[src/rtl/text_console_ctrl_if.sv]
// Byte-stream input and text-buffer write-port bundle of the text console controller.
// master = CPU-side producer / observer, slave = the console controller itself.
interface text_console_ctrl_if #(
  parameter int ADDR_W = 11
);
  logic              char_valid;
  logic [7:0]        char_data;
  logic              char_ready;
  logic              wctrl;
  logic [ADDR_W-1:0] waddr;
  logic [7:0]        wdata;
  logic [ADDR_W-1:0] cursor_addr;
  logic              busy;

  modport master (
    output char_valid, char_data,
    input  char_ready, wctrl, waddr, wdata, cursor_addr, busy
  );

  modport slave (
    input  char_valid, char_data,
    output char_ready, wctrl, waddr, wdata, cursor_addr, busy
  );
endinterface

[src/rtl/text_console_ctrl.sv]
// VGA text console write sequencer: buffers CPU bytes, interprets control codes,
// tracks the cursor and drives the character buffer write port.
module text_console_ctrl #(
  parameter int         COLS       = 40,
  parameter int         ROWS       = 16,
  parameter int         COL_W      = 6,
  parameter int         ADDR_W     = 11,
  parameter int         FIFO_DEPTH = 4,
  parameter logic [7:0] BLANK      = 8'h00
) (
  input logic               clk,
  input logic               reset,
  text_console_ctrl_if.slave bus
);

  localparam int ROW_W = (ROWS > 1) ? $clog2(ROWS) : 1;
  localparam int PTR_W = (FIFO_DEPTH > 1) ? $clog2(FIFO_DEPTH) : 1;
  localparam int CNT_W = $clog2(FIFO_DEPTH) + 1;

  localparam logic [COL_W-1:0] LAST_COL   = COL_W'(COLS - 1);
  localparam logic [ROW_W-1:0] LAST_ROW   = ROW_W'(ROWS - 1);
  localparam logic [CNT_W-1:0] FULL_COUNT = CNT_W'(FIFO_DEPTH);

  localparam logic [7:0] CODE_NEWLINE   = 8'h0A;
  localparam logic [7:0] CODE_CLEAR     = 8'h0C;
  localparam logic [7:0] CODE_BACKSPACE = 8'h60;

  typedef enum logic [1:0] {IDLE, DISPATCH, CLEAR} state_t;

  state_t state, state_next;

  logic [7:0]       fifo_mem [FIFO_DEPTH];
  logic [PTR_W-1:0] wr_ptr, rd_ptr;
  logic [CNT_W-1:0] count;
  logic             full, empty, push, pop;

  logic [7:0]       cmd;
  logic [ROW_W-1:0] row, row_next, clr_row, clr_row_next;
  logic [COL_W-1:0] col, col_next, clr_col, clr_col_next;
  logic             wctrl_q, wctrl_next;
  logic [ADDR_W-1:0] waddr_q, waddr_next;
  logic [7:0]       wdata_q, wdata_next;
  logic             printable, at_home, clear_last;

  function automatic logic [ADDR_W-1:0] cell_addr(input logic [ROW_W-1:0] r,
                                                  input logic [COL_W-1:0] c);
    return ADDR_W'({r, c});
  endfunction

  // Full is taken from the registered count, so a same-cycle pop never frees a slot.
  assign full  = (count == FULL_COUNT);
  assign empty = (count == '0);
  assign push  = bus.char_valid && !full;
  assign pop   = (state == IDLE) && !empty;

  assign printable  = (cmd >= 8'h20) && (cmd <= 8'h7E) && (cmd != CODE_BACKSPACE);
  assign at_home    = (row == '0) && (col == '0);
  assign clear_last = (clr_row == LAST_ROW) && (clr_col == LAST_COL);

  always_ff @(posedge clk) begin
    if (push) fifo_mem[wr_ptr] <= bus.char_data;
  end

  always_ff @(posedge clk) begin
    if (reset) begin
      wr_ptr <= '0;
      rd_ptr <= '0;
      count  <= '0;
      cmd    <= '0;
    end else begin
      if (push) wr_ptr <= wr_ptr + 1'b1;
      if (pop) begin
        rd_ptr <= rd_ptr + 1'b1;
        cmd    <= fifo_mem[rd_ptr];
      end
      case ({push, pop})
        2'b10:   count <= count + 1'b1;
        2'b01:   count <= count - 1'b1;
        default: count <= count;
      endcase
    end
  end

  always_ff @(posedge clk) begin
    if (reset) begin
      state   <= IDLE;
      row     <= '0;
      col     <= '0;
      clr_row <= '0;
      clr_col <= '0;
      wctrl_q <= 1'b0;
      waddr_q <= '0;
      wdata_q <= '0;
    end else begin
      state   <= state_next;
      row     <= row_next;
      col     <= col_next;
      clr_row <= clr_row_next;
      clr_col <= clr_col_next;
      wctrl_q <= wctrl_next;
      waddr_q <= waddr_next;
      wdata_q <= wdata_next;
    end
  end

  always_comb begin
    state_next = state;
    case (state)
      IDLE:     if (!empty) state_next = DISPATCH;
      DISPATCH: state_next = (cmd == CODE_CLEAR) ? CLEAR : IDLE;
      CLEAR:    if (clear_last) state_next = IDLE;
      default:  state_next = IDLE;
    endcase
  end

  // Write port and cursor values to be registered at the end of this cycle.
  always_comb begin
    wctrl_next   = 1'b0;
    waddr_next   = waddr_q;
    wdata_next   = wdata_q;
    row_next     = row;
    col_next     = col;
    clr_row_next = clr_row;
    clr_col_next = clr_col;
    case (state)
      DISPATCH: begin
        if (printable) begin
          wctrl_next = 1'b1;
          waddr_next = cell_addr(row, col);
          wdata_next = cmd - 8'h20;
          if (col != LAST_COL) begin
            col_next = col + 1'b1;
          end else if (row != LAST_ROW) begin
            row_next = row + 1'b1;
            col_next = '0;
          end
        end else if (cmd == CODE_BACKSPACE) begin
          if (!at_home) begin
            if (col != '0) begin
              col_next = col - 1'b1;
            end else begin
              row_next = row - 1'b1;
              col_next = LAST_COL;
            end
            wctrl_next = 1'b1;
            waddr_next = cell_addr(row_next, col_next);
            wdata_next = BLANK;
          end
        end else if (cmd == CODE_NEWLINE) begin
          col_next = '0;
          if (row != LAST_ROW) row_next = row + 1'b1;
        end else if (cmd == CODE_CLEAR) begin
          clr_row_next = '0;
          clr_col_next = '0;
        end
      end
      CLEAR: begin
        wctrl_next = 1'b1;
        waddr_next = cell_addr(clr_row, clr_col);
        wdata_next = BLANK;
        if (clr_col != LAST_COL) begin
          clr_col_next = clr_col + 1'b1;
        end else begin
          clr_col_next = '0;
          clr_row_next = clr_row + 1'b1;
        end
        if (clear_last) begin
          row_next = '0;
          col_next = '0;
        end
      end
      default: ;
    endcase
  end

  assign bus.char_ready  = !full;
  assign bus.wctrl       = wctrl_q;
  assign bus.waddr       = waddr_q;
  assign bus.wdata       = wdata_q;
  assign bus.cursor_addr = cell_addr(row, col);
  assign bus.busy        = !empty || (state != IDLE);

endmodule

[src/flat_wrapper.sv]
// flat-port wrapper written by rule: the top's interface ports become plain ports
module text_console_ctrl_flat 
#(
  parameter int         COLS       = 40,
  parameter int         ROWS       = 16,
  parameter int         COL_W      = 6,
  parameter int         ADDR_W     = 11,
  parameter int         FIFO_DEPTH = 4,
  parameter logic [7:0] BLANK      = 8'h00
)
  (clk, reset, bus_char_valid, bus_char_data, bus_char_ready, bus_wctrl, bus_waddr, bus_wdata, bus_cursor_addr, bus_busy);
  text_console_ctrl_if #(.ADDR_W(ADDR_W)) bus_i ();
  input logic clk;
  input logic reset;
  input wire logic [$bits(bus_i.char_valid)-1:0] bus_char_valid;
  input wire logic [$bits(bus_i.char_data)-1:0] bus_char_data;
  output wire logic [$bits(bus_i.char_ready)-1:0] bus_char_ready;
  output wire logic [$bits(bus_i.wctrl)-1:0] bus_wctrl;
  output wire logic [$bits(bus_i.waddr)-1:0] bus_waddr;
  output wire logic [$bits(bus_i.wdata)-1:0] bus_wdata;
  output wire logic [$bits(bus_i.cursor_addr)-1:0] bus_cursor_addr;
  output wire logic [$bits(bus_i.busy)-1:0] bus_busy;
  assign bus_i.char_valid = bus_char_valid;
  assign bus_i.char_data = bus_char_data;
  assign bus_char_ready = bus_i.char_ready;
  assign bus_wctrl = bus_i.wctrl;
  assign bus_waddr = bus_i.waddr;
  assign bus_wdata = bus_i.wdata;
  assign bus_cursor_addr = bus_i.cursor_addr;
  assign bus_busy = bus_i.busy;
  text_console_ctrl #(.COLS(COLS), .ROWS(ROWS), .COL_W(COL_W), .ADDR_W(ADDR_W), .FIFO_DEPTH(FIFO_DEPTH), .BLANK(BLANK)) u_core (.clk(clk), .reset(reset), .bus(bus_i));
endmodule
[config.mk]
export PLATFORM = sky130hd
export DESIGN_NAME = text_console_ctrl_flat
export DESIGN_NICKNAME = d
export VERILOG_FILES = /design/src/rtl/text_console_ctrl_if.sv /design/src/rtl/text_console_ctrl.sv /design/src/flat_wrapper.sv
export SDC_FILE = /design/constraint.sdc
export NUM_CORES = 1
export LEC_CHECK = 0
export ABC_AREA = 1
export BUFFER_PORTS_ARGS = -buffer_cell sky130_fd_sc_hd__buf_4
export CAP_MARGIN = 20
export CELL_PAD_IN_SITES_DETAIL_PLACEMENT = 2
export CELL_PAD_IN_SITES_GLOBAL_PLACEMENT = 2
export CORE_UTILIZATION = 35
export CTS_BUF_LIST = sky130_fd_sc_hd__clkbuf_4 sky130_fd_sc_hd__clkbuf_8
export DETAILED_ROUTE_END_ITERATION = 10
export GPL_TIMING_DRIVEN = 0
export PLACE_DENSITY = 0.85
export SLEW_MARGIN = 20
export SYNTH_ARGS = -nofsm -noshare
export SYNTH_HDL_FRONTEND = slang
export SYNTH_SLANG_ARGS = --single-unit
export TNS_END_PERCENT = 1
[constraint.sdc]
create_clock -name clk -period 2.9 [get_ports clk]
set_clock_uncertainty 0.2 [all_clocks]
set_input_delay 0.145 -clock clk [delete_from_list [all_inputs] [get_ports clk]]
set_output_delay 0.145 -clock clk [all_outputs]
set_load 0.05 [all_outputs]
; ---- Word-level counts from Yosys, hierarchy flattened
; Memory sizes are Yosys's and may differ from the RTL's. A register that Yosys moved wholly into a read port is not among the register bits.
; Cells that the tools add are included.
[word_totals]
reg_bits = 49
ram_bits = 32
input_bits = 11
elab_cells = 124
n_memories = 1
[mem_list]
columns = memory, words, word_bits, rd, rd_clocked_by_memory_dff, wr, line_no
row1 = u_core.fifo_mem, 4, 8, 1, 1, 1, text_console_ctrl.sv:32  ; logic [7:0] fifo_mem [FIFO_DEPTH];
[classes]
addsub = 11
order_cmp = 2
eq_ne = 27
muxes = 49
n_reduce_logical = 23
[op_table]
columns = cell, n
row1 = $mux 6, 13
row2 = $mux 4, 13
row3 = $mux 11, 3
row4 = $mux 8, 3
row5 = $pmux 6 s2, 2
row6 = $pmux 11 s2, 1
row7 = $eq 8x4->1 const B, 2
row8 = $pmux 4 s2, 2
row9 = $pmux 8 s2, 1
row10 = $reduce_and 5->1, 3
row11 = $add 6x1->6 const B, 2
row12 = $ne 6x6->1 const B, 2
row13 = $ne 2x2->1 const B, 5
row14 = $add 4x1->4 const B, 2
row15 = $eq 8x7->1 const B, 1
row16 = $ge 8x6->1 const B, 1
row17 = $le 8x7->1 const B, 1
row18 = $ne 4x4->1 const B, 2
row19 = $ne 8x7->1 const B, 1
row20 = $sub 8x6->8 const B, 1
row21 = $eq 6x6->1 const B, 1
row22 = $logic_and 1x1->1, 6
row23 = $logic_not 6->1, 1
row24 = $mux 2, 3
row25 = 29 further kinds, 40

; ---- Depth between registers and ports, before layout
[depth]
word_depth = 6
mapped_depth = 14
ltp_nobuf = 13

; ---- Worst setup path before layout
; OpenSTA, ideal clock, no wires.
[synth_timing]
path_type = flip-flop to flip-flop
start = register u_core.count[0]
end = register u_core.count[2]
setup_ns = 0.122
arrival_ns = 2.231
required_ns = 2.578
setup_slack_ns = 0.347
path_stages_with_launch = 11
path_buffers = 0
path_cell_list = dfxtp_1 inv_1 nand3_1 nand2_1 ha_1 inv_1 fa_1 a21oi_1 o21ai_0 o21ai_0 a21oi_1
[synth_via]
elab_chain_cells = 5
[synth_rtl]
columns = item, line_no
row1 = start: declaration, text_console_ctrl.sv:34  ; logic [CNT_W-1:0] count;
row2 = start signal: assignment, text_console_ctrl.sv:77  ; 2'b10: count <= count + 1'b1;
row3 = start signal: assignment, text_console_ctrl.sv:78  ; 2'b01: count <= count - 1'b1;
row4 = start signal: assignment, text_console_ctrl.sv:79  ; default: count <= count;
row5 = $eq 3x3->1 *, text_console_ctrl.sv:51  ; assign full = (count == FULL_COUNT);
row6 = $logic_not 1->1 *, n/a
row7 = via bus_char_ready, flat_wrapper.sv:17  ; output wire logic [$bits(bus_i.char_ready)-1:0] bus_char_ready;
row8 = $logic_and 1x1->1 *, text_console_ctrl.sv:53  ; assign push = bus.char_valid && !full;
row9 = $eq 2x1->1 / $eq 2x2->1 (equally long branches), text_console_ctrl.sv:76  ; case ({push, pop})
row10 = $pmux 3 s2 / $reduce_bool 2->1 (equally long branches), n/a
; The timed path passes the listed nets; every way through them passes the cells marked *.
; A chain may end at the register's enable or synchronous reset.

; ---- Worst setup path after layout
[layout_timing]
start = register u_core.state[0]
end = register u_core.count[2]
[layout_via]
elab_chain_cells = 4
[layout_rtl]
columns = item, line_no
row1 = start: declaration, text_console_ctrl.sv:30  ; state_t state, state_next;
row2 = start signal: assignment, text_console_ctrl.sv:95  ; state <= state_next;
row3 = $logic_not 2->1 *, text_console_ctrl.sv:54  ; assign pop = (state == IDLE) && !empty;
row4 = $logic_and 1x1->1 *, text_console_ctrl.sv:54
row5 = $eq 2x1->1 / $eq 2x2->1 (equally long branches), text_console_ctrl.sv:76
row6 = $pmux 3 s2 / $reduce_bool 2->1 (equally long branches), n/a
; Every way passes the cells marked *; elsewhere a longest branch is shown, timed or not.

==> reports/metrics.yaml <==
ys_types: 36
fp.dieH_um: 116.9
nets: 696
drt_iter0_drc: 117
crit_path_end_kind: "flop"
cts_buffers: 9
num_vias: 4271
synthTopCellsByCount: "nor2_1 (139), nand2_1 (105), o21ai_0 (62)"
cts_buffer_depth: 2
n_antenna_cell: 0
ant_nets: 0
layout_min_cycle_time_ps: 2611
hpwl_mm: 10.97
path_clk_slew_ps: 100
yosysMostFrequentCell: "nor2_1"
synth-main-ff-cell: "dfxtp_1"
path_class: "reg2reg"
slew_viol_final: 0
fp-row-count: 41
fin_util: 0.4253
yosys.area.top_type: "dfxtp_1"
antenna_found_initial: 0
clock-sinks: 88
ys_ff_latch: 88
dieWidth_um: 116.9
io_buffers: 41
hold_path.class: "in2reg"
synth_edf_count: 32
hold_viol: 0
slew-limit-headroom: 0.4041
grt_pass1_wl_mm: 24.57
drive_gt1_frac: 0.1311
synth_warnings: 0
drc: 0
synthTopCellsByArea: "dfxtp_1 (24%), edfxtp_1 (21%), nor2_1 (11%)"
netlist_instances: 603
die_area_mm2: 0.01367
wire_per_inst_um: 18.07
wirelength_mm: 15.24
synthArstFlopShare: 0
avgSynthCellArea_um2: 7.667
start_util: 0.3619
critPathArrivalTime_ps: 2680
post-route-period-util: 0.9004
grt_usage: 0.2400
cts_max_level: 3
num_io_pins: 44
worst_pin_slew_ps: 890.5
rsz0062_at_grt: "false"
setup_viol: 0
coreArea_mm2: 0.01277
cts_tree: "done"
clkLatencyLatePin_ps: 390
vias_per_cell: 5.066
clockRootBuffer: "clkbuf_8"
yosys.area.top_type_share: 0.2425
required_ps: 2970
outcome: "finished clean"
gp_congestion: 0.8539
cp-start-kind: "flop"
overflow: 0
drtPass1Iterations: 4
syn-cell-area_mm2: 0.004623
area_growth_pct: 17.51
crit_fanout: 8
grt_max_degree: 19
max_cap_violations: 0
ys_seq_area_frac: 0.4503
grt_pass1_vias: 4725
max_clock_freq_mhz: 383.0
-- worst paths after layout --
check / start / end / slack (ps) / cells after the start
max reg2reg: u_core.state[0] / u_core.count[2] / 290 / 11
min reg2reg: u_core.bus.wdata[2] / u_core.bus.wdata[2] / 280 / 2
max: u_core.state[0] / u_core.count[2] / 290 / 11
min: bus_char_valid / u_core.wr_ptr[1] / 30 / 3
-- critical path, stage by stage (launching register included) --
cell and delay (ps):
dfxtp_1 330, inv_1 140, ha_1 260, o31ai_1 160, inv_2 170, ha_1 190, inv_1 80, fa_1 390
a21oi_1 150, o21ai_0 140, o21ai_0 230, a21oi_1 60
-- state kept, by name, indices dropped and copies added (netlist names) --
name	flops
u_core.state	2
u_core.clr_row	4
u_core.fifo_mem	32
u_core.col	6
u_core.bus.wctrl	1
u_core.count	3
u_core.row	4
u_core.rd_ptr	2
u_core.bus.waddr	10
u_core.wr_ptr	2
u_core.cmd	8
u_core.clr_col	6
u_core.bus.wdata	8
-- through the flow --
stage	setup TNS, ps	hold slack [ps]	instance area [um2]	worst slack [ps]	instances
4_1_cts	0	12.93	5418	36.01	841
3_5_place_dp	-116.5	125.4	5150	-116.5	817
3_3_place_gp	0	121.5	5150	90.78	817
2_1_floorplan	0	14.07	4627	347.3	604
6_report	0	31.44	5433	288.9	843
5_1_grt	0	46.30	5433	114.5	843
-- area by class of cell --
class                   count  area (um2)
flip-flops and latches     88        2082
well taps                 172       215.2
inverters                  51       191.4
clock buffers              10       131.4
repair buffers             52       412.9
fillers                  1463        7341
multi-input cells         441        2210
plain buffers              23       140.1
clock inverters             6       50.05
-- cell usage in the layout, fill, tap and decap left out, types with 2 or more instances in the layout --
cell,n
a31oi_1,8
inv_6,2
nor2_2,3
o21ai_1,3
buf_4,46
buf_6,5
nor3b_1,3
dlygate4sd3_1,9
nand3_2,2
nand3_1,29
a21oi_1,27
a21oi_4,2
edfxtp_1,32
o21ai_0,62
clkbuf_1,9
o211ai_1,2
dfxtp_1,56
xnor2_1,3
nor3_1,7
nand4_1,6
xor2_1,7
nor2_4,3
nand2_1,105
clkbuf_8,9
ha_1,18
nand2_2,3
buf_2,4
conb_1,2
nor2_1,139
buf_1,2
inv_1,49
-- routing by layer --
layer,global-route usage,up-vias,wire length (um)
met5,0,-,0
met4,0.07426,0,295
met3,0.04325,23,382
met2,0.4501,50,8141
met1,0.2760,2112,6418
li1,-,2086,-
-- repair_timing --
| item | in CTS | in global routing |
|---|---|---|
| endpoints found under the setup margin | 2 | 1 |
| hold endpoints to repair | 33 | 0 |
| resized for setup | 0 | 1 |
| hold buffers | 9 | 0 |
| buffers inserted | 0 | 2 |
-- kinds of logic (layout without fill, tap and decap cells) --
kind of cell	Yosys count	after routing	synth area share
AOI/OAI and AO/OA	107	107	0.1261
DFF	88	88	0.4503
other	1	2	0.0008111
xor gates and xnor gates	10	10	0.01895
adders and majority gates	19	19	0.05305
and+or+nand+nor	303	303	0.2782
buffers and inverters	75	142	0.07253
Power is left out: the tool's default activity adds up to more than one toggle a clock period on the data nets, which glitch-free logic cannot reach.
